==> config.mk <==
export PLATFORM = sky130hd
export DESIGN_NAME = three_stage_pipeline
export DESIGN_NICKNAME = d
export VERILOG_FILES = /design/src/rtl/three_stage_pipeline.sv
export SDC_FILE = /design/constraint.sdc
export NUM_CORES = 1
export LEC_CHECK = 0
export CAP_MARGIN = 10
export CORE_UTILIZATION = 40
export DETAILED_ROUTE_END_ITERATION = 10
export PLACE_DENSITY_LB_ADDON = 0.1
export SLEW_MARGIN = 20
export SYNTH_ARGS = -nofsm -noshare
export SYNTH_HDL_FRONTEND = slang
export SYNTH_SLANG_ARGS = --single-unit
==> constraint.sdc <==
create_clock -name clk -period 3.1 [get_ports clk]
set_input_delay 0.62 -clock clk [delete_from_list [all_inputs] [get_ports clk]]
set_output_delay 0.62 -clock clk [all_outputs]
set_load 0.02 [all_outputs]
==> src/rtl/three_stage_pipeline.sv <==
// -----------------------------------------------------------------------------
// three_stage_pipeline
//   Fully pipelined truncated mean of three unsigned operands:
//     avg = floor((a + b + c) / 3)
//   One triple accepted per clock, no stalls. A triple sampled on rising edge k
//   is visible on avg right after edge k+2.
//
//   Ports (positional order is part of the contract):
//     avg        out  WIDTH  registered mean of the triple sampled two edges ago
//     clk        in   1      rising-edge clock
//     a, b, c    in   WIDTH  unsigned operands
//     rst_n      in   1      asynchronous active-low reset
//     out_valid  out  1      high once avg derives from post-reset inputs
//
//   Every register, datapath included, is cleared by rst_n so that avg reads
//   zero during reset and no stale or unknown operand survives a reset.
// -----------------------------------------------------------------------------
module three_stage_pipeline #(
  parameter int WIDTH = 8
) (
  output logic [WIDTH-1:0] avg,
  input  logic             clk,
  input  logic [WIDTH-1:0] a,
  input  logic [WIDTH-1:0] b,
  input  logic [WIDTH-1:0] c,
  input  logic             rst_n,
  output logic             out_valid
);

  // Two extra bits hold 3*(2^WIDTH-1) without overflow.
  localparam int SUM_W = WIDTH + 2;

  // Exact truncating division by the constant 3. The quotient of a value no
  // larger than 3*(2^WIDTH-1) always fits back into WIDTH bits.
  function automatic logic [WIDTH-1:0] div3(input logic [SUM_W-1:0] s);
    return WIDTH'(s / SUM_W'(3));
  endfunction

  // Widen before adding so the carry bits are kept.
  function automatic logic [SUM_W-1:0] sum3(input logic [WIDTH-1:0] x,
                                            input logic [WIDTH-1:0] y,
                                            input logic [WIDTH-1:0] z);
    return SUM_W'(x) + SUM_W'(y) + SUM_W'(z);
  endfunction

  logic [WIDTH-1:0] a_p0_d, a_p0_q;
  logic [WIDTH-1:0] b_p0_d, b_p0_q;
  logic [WIDTH-1:0] c_p0_d, c_p0_q;
  logic [SUM_W-1:0] sum_p1_d, sum_p1_q;
  logic [WIDTH-1:0] avg_p2_d, avg_p2_q;
  logic             vld_p0_d, vld_p0_q;
  logic             vld_p1_d, vld_p1_q;
  logic             vld_p2_d, vld_p2_q;

  always_comb begin
    // ---- stage 0: operand capture ----
    a_p0_d   = a;
    b_p0_d   = b;
    c_p0_d   = c;
    // A constant 1 enters the valid chain every cycle after reset, so it
    // reaches the output exactly when the first real result does.
    vld_p0_d = 1'b1;
    // ---- stage 1: sum ----
    sum_p1_d = sum3(a_p0_q, b_p0_q, c_p0_q);
    vld_p1_d = vld_p0_q;
    // ---- stage 2: divide ----
    avg_p2_d = div3(sum_p1_q);
    vld_p2_d = vld_p1_q;
  end

  always_ff @(posedge clk or negedge rst_n) begin
    if (!rst_n) begin
      a_p0_q   <= '0;
      b_p0_q   <= '0;
      c_p0_q   <= '0;
      sum_p1_q <= '0;
      avg_p2_q <= '0;
      vld_p0_q <= 1'b0;
      vld_p1_q <= 1'b0;
      vld_p2_q <= 1'b0;
    end else begin
      a_p0_q   <= a_p0_d;
      b_p0_q   <= b_p0_d;
      c_p0_q   <= c_p0_d;
      sum_p1_q <= sum_p1_d;
      avg_p2_q <= avg_p2_d;
      vld_p0_q <= vld_p0_d;
      vld_p1_q <= vld_p1_d;
      vld_p2_q <= vld_p2_d;
    end
  end

  assign avg       = avg_p2_q;
  assign out_valid = vld_p2_q;

endmodule : three_stage_pipeline

==> results of run 1 <==
[cell usage after synthesis, types with 2 or more instances]
library cell | instances | area (um^2)
nand3_1 | 3 | 15.0
nor3_2 | 2 | 20.0
nor3b_1 | 2 | 15.0
nor4_1 | 2 | 12.5
nor2_1 | 12 | 45.0
fa_1 | 9 | 180
nor3_1 | 4 | 20.0
o31ai_1 | 2 | 15.0
a211oi_1 | 2 | 15.0
o21bai_1 | 2 | 15.0
a311oi_1 | 2 | 17.5
o21ai_0 | 17 | 85.1
a31oi_1 | 3 | 18.8
a41oi_1 | 2 | 17.5
a21oi_1 | 13 | 65.1
xnor2_1 | 7 | 61.3
xor2_1 | 3 | 26.3
a21o_1 | 2 | 15.0
nand2_1 | 14 | 52.6
dfrtp_1 | 45 | 1130
nand3b_1 | 2 | 15.0
inv_1 | 16 | 60.1
ha_1 | 8 | 100
clkbuf_1 | 6 | 22.5
nor2b_1 | 4 | 25.0
o2111ai_1 | 2 | 17.5
[routing by layer]
metal | GRT usage, % | part of all wire [%] | wire length [um] | vias up
li1 | - | - | - | 811
met1 | 17.7 | 42 | 1600 | 792
met2 | 25.5 | 51 | 1930 | 51
met3 | 2.82 | 4.7 | 177 | 5
met4 | 5.09 | 1.5 | 57 | 0
met5 | 0 | 0 | 0 | -
[repair_timing]
| item | CTS | global route |
|---|---|---|
| gates resized for setup | 0 | 1 |
| setup endpoints to repair | 0 | 1 |
| buffers inserted | 0 | 0 |
| endpoints found under the hold margin | 0 | 0 |
[layout by cell type (no fill, tap or decap), drive strengths merged, types with 2 or more instances in the layout]
| cell type | n |
|---|---|
| a211oi | 3 |
| a21o | 2 |
| a21oi | 13 |
| a311oi | 2 |
| a31oi | 3 |
| a41oi | 2 |
| buf | 8 |
| clkbuf | 6 |
| clkdlybuf4s50 | 33 |
| dfrtp | 45 |
| fa | 9 |
| ha | 8 |
| inv | 16 |
| nand2 | 14 |
| nand3 | 3 |
| nand3b | 2 |
| nor2 | 12 |
| nor2b | 4 |
| nor3 | 6 |
| nor3b | 2 |
| nor4 | 2 |
| o2111ai | 2 |
| o21ai | 17 |
| o21bai | 2 |
| o31ai | 2 |
| o41ai | 2 |
| xnor2 | 7 |
| xor2 | 3 |
[cell type report]
type                            count  share of cell area [%]
Clock inverter                      2                    1.32
Multi-Input combinational cell    140                    37.2
Timing Repair Buffer               41                    13.7
Inverter                           16                    2.11
Tap cell                           72                    3.17
Sequential cell                    45                    39.6
Clock buffer                        6                    2.90
[flip-flops by register name, indices dropped and copies added (netlist names)]
register,count
vld_p1_q,1
vld_p0_q,1
out_valid,1
sum_p1_q,10
a_p0_q,8
b_p0_q,8
avg,8
c_p0_q,8
[report_power, final]
group / switching, W / total (W) / leakage [nW] / internal (W)
clock: 0.000191 / 0.000453 / 0.0574 / 0.000262
combinational: 0.000705 / 0.00131 / 0.635 / 0.000603
sequential: 0.000137 / 0.000846 / 0.526 / 0.000709
[through the flow]
stage	util (%)	instances	setup WS, ns
detailed placement	49.4	314	0.197
global route	51.7	322	0.0622
global placement	49.4	314	0.233
CTS	51.5	322	0.175
floorplan	-	209	0.393
finish	51.7	322	0.237
[worst min path at each step]
| stage | from | to | slack [ns] |
|---|---|---|---|
| 3_5_place_dp | vld_p1_q$_DFF_PN0_ | out_valid$_DFF_PN0_ | 0.34 |
| 5_1_grt | rst_n | avg[6]$_DFF_PN0_ | 0.35 |
| 2_1_floorplan | rst_n | a_p0_q[0]$_DFF_PN0_ | 0.32 |
| 3_3_place_gp | vld_p0_q$_DFF_PN0_ | vld_p1_q$_DFF_PN0_ | 0.33 |
| 4_1_cts | vld_p0_q$_DFF_PN0_ | vld_p1_q$_DFF_PN0_ | 0.36 |
| 6_report | rst_n | avg[6]$_DFF_PN0_ | 0.30 |
[worst reg2reg max path, delay by kind of cell (launching register included)]
kind	cells	cell delay (ns)
compound gates	5	0.72
fa+ha+maj	1	0.34
flops	1	0.45
simple gates	5	1.24
[logic make-up (layout without fill, tap and decap cells)]
group                      after synthesis  in the layout  synth area share (%)
AOI/OAI and AO/OA                       57             57                  16.8
adders and majority gates               17             17                  12.3
buffers and inverters                   24             65                  4.34
xor gates and xnor gates                10             10                  3.84
and+or+nand+nor                         55             55                  13.1
other                                    1              1                 0.165
DFF                                     45             45                  49.4
==> tab_implementation.tex, run 1 <==
\begin{tabular}{lr}
\hline
Metric & Value \\
\hline
\multicolumn{2}{l}{\textbf{Status}} \\
Run status & complete, no violations \\
\multicolumn{2}{l}{\textbf{Logic synthesis}} \\
Yosys reg bits & 45 \\
Number of synthesized flops with an enable pin & 0 \\
Post-synthesis instance area & 0.00228 mm\^{}2 \\
Post-synthesis cell count & 209 \\
Number of warning messages in the yosys log & 0 \\
Distinct cell type count after synthesis & 49 \\
Post-synthesis async set-or-reset flop share & 100\% \\
Avg Cell Area, Syn & 10.9 um\^{}2 \\
Sequential element share of the synthesized area & 49.4\% \\
Post-synth net total & 252 \\
Prevailing post-synth register cell & dfrtp\_1 \\
\multicolumn{2}{l}{\textbf{Final layout}} \\
Area occupied by multi-input gates & 0.00106 mm\^{}2 \\
ANT cells & 0 \\
Number of filler instances in the final layout & 489 \\
Nets & 292 \\
Signed area change from the synthesized netlist to the final layout & 24.9\% \\
Sequential cell area & 0.00113 mm\^{}2 \\
Fraction of layout cells with a size suffix above 1 & 10.0\% \\
Total non-filler cell area in the finished layout & 0.00285 mm\^{}2 \\
\multicolumn{2}{l}{\textbf{Power and ir drop}} \\
Maximum ir drop on the vdd rail & 401 uV \\
Leakage component of the power & 1.22 nW \\
Post-layout power & 0.00261 W \\
Power density normalized to cell area & 916 mW/mm\^{}2 \\
\multicolumn{2}{l}{\textbf{Worst setup path}} \\
Combined buffer and inverter count along the critical path & 0 \\
Worst setup slack for register-to-register paths & 0.24 ns \\
CP delay by family, top & simple AND/OR/NAND/NOR gates \\
Termination of the worst setup path & avg[0]\$\_DFF\_PN0\_ \\
Worst r2r dst & avg[0]\$\_DFF\_PN0\_ \\
Type of origin of the critical path & register \\
Critical path data required time & 3.31 ns \\
Path length in cells of the critical path & 11 \\
Launch instance of the worst register-to-register path & sum\_p1\_q[6]\$\_DFF\_PN0\_ \\
Crit path max fanout & 7 \\
Critical path launch point & sum\_p1\_q[6]\$\_DFF\_PN0\_ \\
Cell count of the worst reg-to-reg path & 11 \\
Worst setup path class & register to register \\
WP data arrival & 3.08 ns \\
Ordered cell list for the critical path & or3b\_1 > nand2\_1 > o22ai\_2 > o31ai\_1 > a31oi\_1 > or3\_1 > ha\_1 > nor3\_1 > o21ai\_0 > o41ai\_2 > nor3\_2 \\
Worst setup EP type & register \\
Critical Path Slowest Stage Cell & or3\_1 \\
Delay of the slowest critical-path stage & 0.46 ns \\
\multicolumn{2}{l}{\textbf{Detailed routing}} \\
Sum of routed wire length over all layers & 3770 um \\
First-pass detailed-route iteration total & 4 \\
Post-DR vias/cell & 5.15 \\
Final routed wire length divided by cell count & 11.7 um \\
Via count of the routed design & 1,659 \\
Count of unresolved DRC violations after routing & 0 \\
Number of DRC markers after the initial detailed-route iteration & 122 \\
Remaining antenna violation count & 0 \\
\multicolumn{2}{l}{\textbf{Global routing}} \\
Wire length of the first global-routing pass & 6840 um \\
Via count of the first global-routing pass & 1,617 \\
Total global routing track utilization & 14.5\% \\
Initial antenna violation count & 0 \\
Largest net degree at the start of global routing & 46 \\
Global-route congestion overflow total & 0 \\
\multicolumn{2}{l}{\textbf{Job}} \\
Max-capacitance violation count & 0 \\
\multicolumn{2}{l}{\textbf{Clocking}} \\
CTS buffer count & 5 \\
Clock Sinks & 45 \\
Clock Tree Root & clkbuf\_8 \\
Buffers from clock root to sink, at most & 2 \\
Clk Latency, worst-skew pair & 0.29 ns \\
Number of H-tree levels & 2 \\
Hold-fix buffers at CTS & 0 \\
TritonCTS clock tree & built \\
Reg clk slew, reported paths & 0.09 ns \\
\multicolumn{2}{l}{\textbf{STA}} \\
Total negative slack & 0 ns \\
Hold Worst Slack & 0.298 ns \\
Number of failing hold endpoints at the final stage & 0 \\
Crit path time final & 2.86 ns \\
Final period utilization & 92.4\% \\
Worst Clk Skew & 0.0101 ns \\
Highest Clock Rate & 349 MHz \\
RSZ-0062 raised after global routing & no \\
Final-report setup violation count & 0 \\
Remaining max-slew budget at the tightest pin & 64.2\% \\
Slew @ Worst Pin & 0.537 ns \\
Count of pins over their slew limit & 0 \\
\multicolumn{2}{l}{\textbf{Floorplanning}} \\
Row count & 27 \\
Height of the chip & 77.5 um \\
Die width & 77.5 um \\
Starting density of the core & 41.4\% \\
Floorplan die area & 0.00600 mm\^{}2 \\
Boundary Pins & 35 \\
Core Area & 0.00551 mm\^{}2 \\
\multicolumn{2}{l}{\textbf{Place}} \\
Total half-perimeter wirelength after legalization and detailed placement & 2820 um \\
RD Place Congestion & 0.923 \\
Area after detailed placement & 0.00272 mm\^{}2 \\
Port Buf Inserts & 34 \\
\multicolumn{2}{l}{\textbf{Min path}} \\
Worst hold-check path type & input pin to asynchronous set/reset pin \\
\hline
\end{tabular}
Note: power is estimated with default switching activity, not from simulation.
==> inputs of run 2 (changes only) <==
CORE_MARGIN = 2   (was not set)
==> run 2 against run 1 <==
  * Clock power fell by 25%
  * Worst hold slack barely moved
  * Cell count fell by 0.62%
  * Clock skew fell by 0.0025 ns
  * Fmax barely moved
  * Critical path depth did not move
  * Combinational power barely moved
  * Die area rose by 5.2%
  * Non-clock buffer count fell by 2
  * Count of clock-buffer cells in the layout rose by 2
  * Core utilization fell by 0.86 points
  * Highest routed layer unchanged
==> tab_implementation.tex, run 2 (synthesis gave the netlist of run 1 again) <==
\begin{tabular}{lr}
\hline
Metric & Value \\
\hline
\multicolumn{2}{l}{\textbf{Status}} \\
Run status & complete, no violations \\
\multicolumn{2}{l}{\textbf{Place}} \\
Post-Place Setup Slack & 0.271 ns \\
RD Place Congestion & 0.920 \\
Port Buf Inserts & 34 \\
Area after detailed placement & 0.00270 mm\^{}2 \\
Total half-perimeter wirelength after legalization and detailed placement & 2760 um \\
\multicolumn{2}{l}{\textbf{Worst setup path}} \\
Worst r2r dst & avg[0]\$\_DFF\_PN0\_ \\
Type of origin of the critical path & register \\
Launch instance of the worst register-to-register path & sum\_p1\_q[9]\$\_DFF\_PN0\_ \\
Cell count of the worst reg-to-reg path & 11 \\
Crit path max fanout & 8 \\
Worst setup slack for register-to-register paths & 0.24 ns \\
WP data arrival & 3.07 ns \\
Worst setup path class & register to register \\
Critical path launch point & sum\_p1\_q[9]\$\_DFF\_PN0\_ \\
Critical path data required time & 3.31 ns \\
Worst setup EP type & register \\
\multicolumn{2}{l}{\textbf{STA}} \\
Total negative slack & 0 ns \\
Final-report setup violation count & 0 \\
Remaining max-slew budget at the tightest pin & 64.2\% \\
Count of pins over their slew limit & 0 \\
Final period utilization & 92.3\% \\
Hold Worst Slack & 0.298 ns \\
Highest Clock Rate & 349 MHz \\
Slew @ Worst Pin & 0.537 ns \\
Crit path time final & 2.86 ns \\
RSZ-0062 raised after global routing & no \\
Number of failing hold endpoints at the final stage & 0 \\
Worst Clk Skew & 0.00766 ns \\
Worst path setup slack after routing & 0.237 ns \\
\multicolumn{2}{l}{\textbf{Clocking}} \\
Count of cells resized by post-cts repair & 0 \\
Number of H-tree levels & 2 \\
Clock Sinks & 45 \\
Buffers from clock root to sink, at most & 2 \\
TritonCTS clock tree & built \\
Setup bufs post-CTS & 0 \\
CTS buffer count & 5 \\
Clock Tree Root & clkbuf\_8 \\
Hold-fix buffers at CTS & 0 \\
Reg clk slew, reported paths & 0.08 ns \\
Clk Latency, worst-skew pair & 0.29 ns \\
\multicolumn{2}{l}{\textbf{Detailed routing}} \\
Count of unresolved DRC violations after routing & 0 \\
Number of DRC markers after the initial detailed-route iteration & 96 \\
Post-DR vias/cell & 5.12 \\
Remaining antenna violation count & 0 \\
First-pass detailed-route iteration total & 4 \\
Sum of routed wire length over all layers & 3730 um \\
Via count of the routed design & 1,639 \\
Final routed wire length divided by cell count & 11.7 um \\
\multicolumn{2}{l}{\textbf{Power and ir drop}} \\
Maximum ir drop on the vdd rail & 330 uV \\
Net switching power figure & 0.00103 W \\
Sequential power share & 34.3\% \\
Leakage component of the power & 1.19 nW \\
Internal cell power & 0.00147 W \\
Combinational power share & 52.1\% \\
Part of the power in the clock network & 13.6\% \\
Switching share of total power & 41.3\% \\
Post-layout power & 0.00250 W \\
Power density normalized to cell area & 892 mW/mm\^{}2 \\
\multicolumn{2}{l}{\textbf{Final layout}} \\
Largest register FFs & 10 \\
Nets & 290 \\
Area occupied by multi-input gates & 0.00107 mm\^{}2 \\
Total non-filler cell area in the finished layout & 0.00280 mm\^{}2 \\
ANT cells & 0 \\
Signed area change from the synthesized netlist to the final layout & 22.8\% \\
Biggest register & sum\_p1\_q \\
Number of filler instances in the final layout & 525 \\
Top library cells by usage in the layout, fill and taps aside & dfrtp\_1, clkdlybuf4s50\_1, o21ai\_0 \\
Sequential cell area & 0.00113 mm\^{}2 \\
Fraction of layout cells with a size suffix above 1 & 8.47\% \\
Most common cell after layout, fill and taps aside & dfrtp\_1 \\
\multicolumn{2}{l}{\textbf{Floorplanning}} \\
Boundary Pins & 35 \\
Floorplan die area & 0.00632 mm\^{}2 \\
Core Area & 0.00551 mm\^{}2 \\
Die width & 79.5 um \\
Height of the chip & 79.5 um \\
Row count & 27 \\
Starting density of the core & 41.4\% \\
\multicolumn{2}{l}{\textbf{Job}} \\
Max-capacitance violation count & 0 \\
\multicolumn{2}{l}{\textbf{Global routing}} \\
Initial antenna violation count & 0 \\
Total global routing track utilization & 13.8\% \\
Global-route congestion overflow total & 0 \\
Wire length of the first global-routing pass & 6800 um \\
Largest net degree at the start of global routing & 46 \\
Via count of the first global-routing pass & 1,605 \\
\multicolumn{2}{l}{\textbf{Min path}} \\
Worst hold-check path type & input pin to asynchronous set/reset pin \\
\hline
\end{tabular}
==> run 2: cell type report <==
type | count | share of cell area [%]
Tap cell | 72 | 3.22
Inverter | 16 | 2.15
Sequential cell | 45 | 40.3
Timing Repair Buffer | 39 | 13.4
Multi-Input combinational cell | 140 | 38.1
Clock buffer | 8 | 2.86
==> run 2: how the worst max path moves through the flow <==
stage                  endpoint  slack [ns]  cells after the start
6_report       avg[0]$_DFF_PN0_        0.24                     11
3_3_place_gp   avg[0]$_DFF_PN0_        0.31                     10
5_1_grt        avg[0]$_DFF_PN0_        0.03                     11
3_5_place_dp   avg[0]$_DFF_PN0_        0.27                     11
2_1_floorplan  avg[0]$_DFF_PN0_        0.39                     12
4_1_cts        avg[0]$_DFF_PN0_        0.24                     11
==> run 2: power by group through the flow <==
stage / clock network, W / logic, W / registers [W]
2_1_floorplan: 0 / 0.000949 / 0.000852
3_5_place_dp: 0 / 0.00129 / 0.000866
5_1_grt: 0.000388 / 0.00146 / 0.000880
3_3_place_gp: 0 / 0.00128 / 0.000861
6_report: 0.000340 / 0.00130 / 0.000857
4_1_cts: 0.000354 / 0.00129 / 0.000852
==> run 2: per-stage QoR <==
step / std cells / util, %
finish: 320 / 50.8
global route: 320 / 50.8
CTS: 320 / 50.5
detailed placement: 312 / 49.1
global placement: 312 / 49.1
floorplan: 209 / -
==> run 2: routing by layer <==
metal  GRT usage (%)  up-vias  part of all wire (%)
li1                -      807                     -
met2            23.9       49                    48
met4            5.69        0                   1.9
met5               0        -                     0
met1            16.6      774                    44
met3            3.05        9                   5.5
==> run 2: critical path: stages, from the launching register on <==
cell and delay [ns]:
dfrtp_1 0.46, xnor2_2 0.20, a211o_2 0.42, nand2_1 0.22, xnor2_1 0.14, o41ai_1 0.07, or3_1 0.40, ha_1 0.34
nor3_1 0.05, o21ai_0 0.21, o41ai_2 0.11, nor3_2 0.17
==> RTL change (config.mk and constraints of run 2) <==
`sum_p1_q` no longer has a reset.
--- a/src/rtl/three_stage_pipeline.sv
+++ b/src/rtl/three_stage_pipeline.sv
@@ -75,3 +75,2 @@
       c_p0_q   <= '0;
-      sum_p1_q <= '0;
       avg_p2_q <= '0;
@@ -84,3 +83,2 @@
       c_p0_q   <= c_p0_d;
-      sum_p1_q <= sum_p1_d;
       avg_p2_q <= avg_p2_d;
@@ -92,2 +90,6 @@
 
+  always_ff @(posedge clk) begin
+    sum_p1_q <= sum_p1_d;
+  end
+
   assign avg       = avg_p2_q;
Function: same outputs for any inputs over 10 cycles, from zero or initial values and one cycle with rst_n low; that may be too few to reach the edited logic, so the function may still have changed.
==> RTL change against run 2 <==
  * Die area shrank 2.1%
  * Hold slack gained 0.053 ns
  * Non-clock buffer count is the same
  * Power grew 0.49%
  * Critical path depth is the same
  * Sequential power shrank 2%
  * Routed wire length grew 4.1%
  * Synthesized area shrank 2.2%
  * Sequential cell count is the same
  * Setup slack gained 0.012 ns
  * Final area shrank 1.7%
  * First-iteration DRC count shrank 29%
  * Global-route usage is essentially flat
  * Clock power grew 7.9%
==> RTL change: results (changes against run 2) <==
| Metric | Value |
|---|---|
| Leakage | 0.00115 uW (-3.4%) |
| First-pass GRT wire length | 6740 um (-0.81%) |
| Pin count of the biggest net entering global routing | 36 (-22%) |
| Initial antenna violation count | 0 (unchanged) |
| Met1 Usage GRT | 16.4% (-0.26 points) |
| Port Buf Inserts | 34 (unchanged) |
| Nets | 290 (unchanged) |
| Hold path startpoint | vld_p1_q |
| Vias per cell | 5.05 (-1.5%) |
| Post-Syn Nets | 252 (unchanged) |
| Ant. Diodes | 0 (unchanged) |
| Peak supply drop | 0.394 mV (+19%) |
| Met3 GRT Util | 4.37% (+1.3 points) |
| Status | finished, final reports clean |
| Synth Area in Compound Gates | 17.2% (+0.38 points) |
| All-Layer GR Usage | 13.9% (+0.037 points) |
| Post-Place Cells | 312 (unchanged) |
| Postcts setup bufs | 0 (unchanged) |
| CTS Buf Count | 5 (unchanged) |
| Worst Hold Endpoint | out_valid |
| Initial DRC count | 68 (-29%) |
| Share of layout cells above drive strength 1 | 8.47% (unchanged) |
| Synth Instances | 209 (unchanged) |
| Max reg flops | 10 (unchanged) |
| Critical Path Sink | avg[0] |
| Switching Power | 1060 uW (+2.7%) |
| R2R cell count | 11 (unchanged) |
| Layout Skew | 0.00859 ns (+0.000922 ns) |
| Number of synthesized register bits | 45 (unchanged) |
| Met2 Use GR | 23.2% (-0.79 points) |
| GP Congestion | 0.824 (-11%) |
| Wire per inst | 12.1 um (+4.1%) |
| Asr flop ratio synth | 77.8% (-22 points) |
| CP Max Fanout | 7 (-1) |
| Top reg by flops | sum_p1_q |
| Largest cells by area after synthesis | dfrtp_1 (39%), dfxtp_1 (9.0%), fa_1 (8.1%) |
| Latest clock arrival within the worst-skew pair | ~0.30 ns |
| Worst path max stage delay | 0.43 ns (-0.03 ns) |
| Filler cells | 503 (-4.2%) |
| Synth cell types | 50 (+2.0%) |
| Crit path arrival time | 3.08 ns (about the same) |
| Reg2Reg Setup Slack | between 0.2 and 0.25 ns |
| Most instantiated cells after synthesis | dfrtp_1 (35), o21ai_0 (17), inv_1 (16) |
| Post-synthesis sequential area ratio | 48.3% (-1.1 points) |
| Hold/Removal Path Class | reg2reg |
| Ys flop type | dfrtp_1 |
| Post-synthesis mux area share | 0% (unchanged) |
| Synthesized-area fraction occupied by adder cells | 12.6% (+0.28 points) |
| Xor/xnor cell area share of the yosys netlist | 3.93% (+0.086 points) |
| Vias in the first global route | 1542 (-3.9%) |
| Worst hold slack | 0.352 ns (+0.0533 ns) |
| Dpl hpwl | 2840 um (+3.1%) |
| DRT Wirelength | 3880 um (+4.1%) |
| Critical R2R Launch | sum_p1_q[9] |
| CP max-delay cell | dfxtp_1 |
| Post-CTS Resized | 0 (unchanged) |
| Clock root buffer | clkbuf_8 |
| TritonRoute pass-1 iters | 4 (unchanged) |
| CTS Buffer Depth | 2 (unchanged) |
[RTL change: power by group through the flow]
stage / logic, uW / clock network [uW] / registers (uW)
after detailed placement: 1300 / 0 / 853
after global placement: 1290 / 0 / 849
final: 1300 / 367 / 841
after floorplan: 948 / 0 / 853
after global routing: 1450 / 418 / 867
after CTS: 1290 / 388 / 842
[RTL change: kinds of logic after synthesis]
| group | Yosys count |
|---|---|
| compound gates | 57 |
| xor+xnor | 10 |
| fa+ha+maj | 17 |
| buf+inv | 24 |
| flops | 45 |
| other cells | 1 |
| simple gates | 55 |
[RTL change: stage by stage]
step / power [uW] / instance area (um^2) / setup WS [ns]
after CTS: 2520 / 2750 / 0.225
after global placement: 2130 / 2660 / 0.332
after floorplan: 1800 / 2230 / 0.455
after detailed placement: 2150 / 2660 / 0.205
final: 2510 / 2750 / 0.249
after global routing: 2730 / 2750 / 0.0332
[RTL change: final cells by class]
class / instances / share of cell area [%]
clock buffer: 6 / 2.64
clock inverter: 2 / 0.592
inverter: 16 / 2.18
multi-input combinational: 140 / 38.4
sequential: 45 / 39.1
tap: 72 / 3.28
timing repair buffer: 39 / 13.7
[RTL change: critical path: cells and delay by family, from the launching register on]
kind                     cells  cell delay [ns]
AO/OA/AOI/OAI                3             0.40
flip-flops                   1             0.43
AND/OR/NAND/NOR              6             1.42
XOR/XNOR                     1             0.18
adder cells (fa/ha/maj)      1             0.34
[RTL change: layer usage]
layer	vias up	share of wire, %
met5	-	0
met4	0	1.8
met3	7	5.2
met2	43	49
met1	755	44
li1	810	-
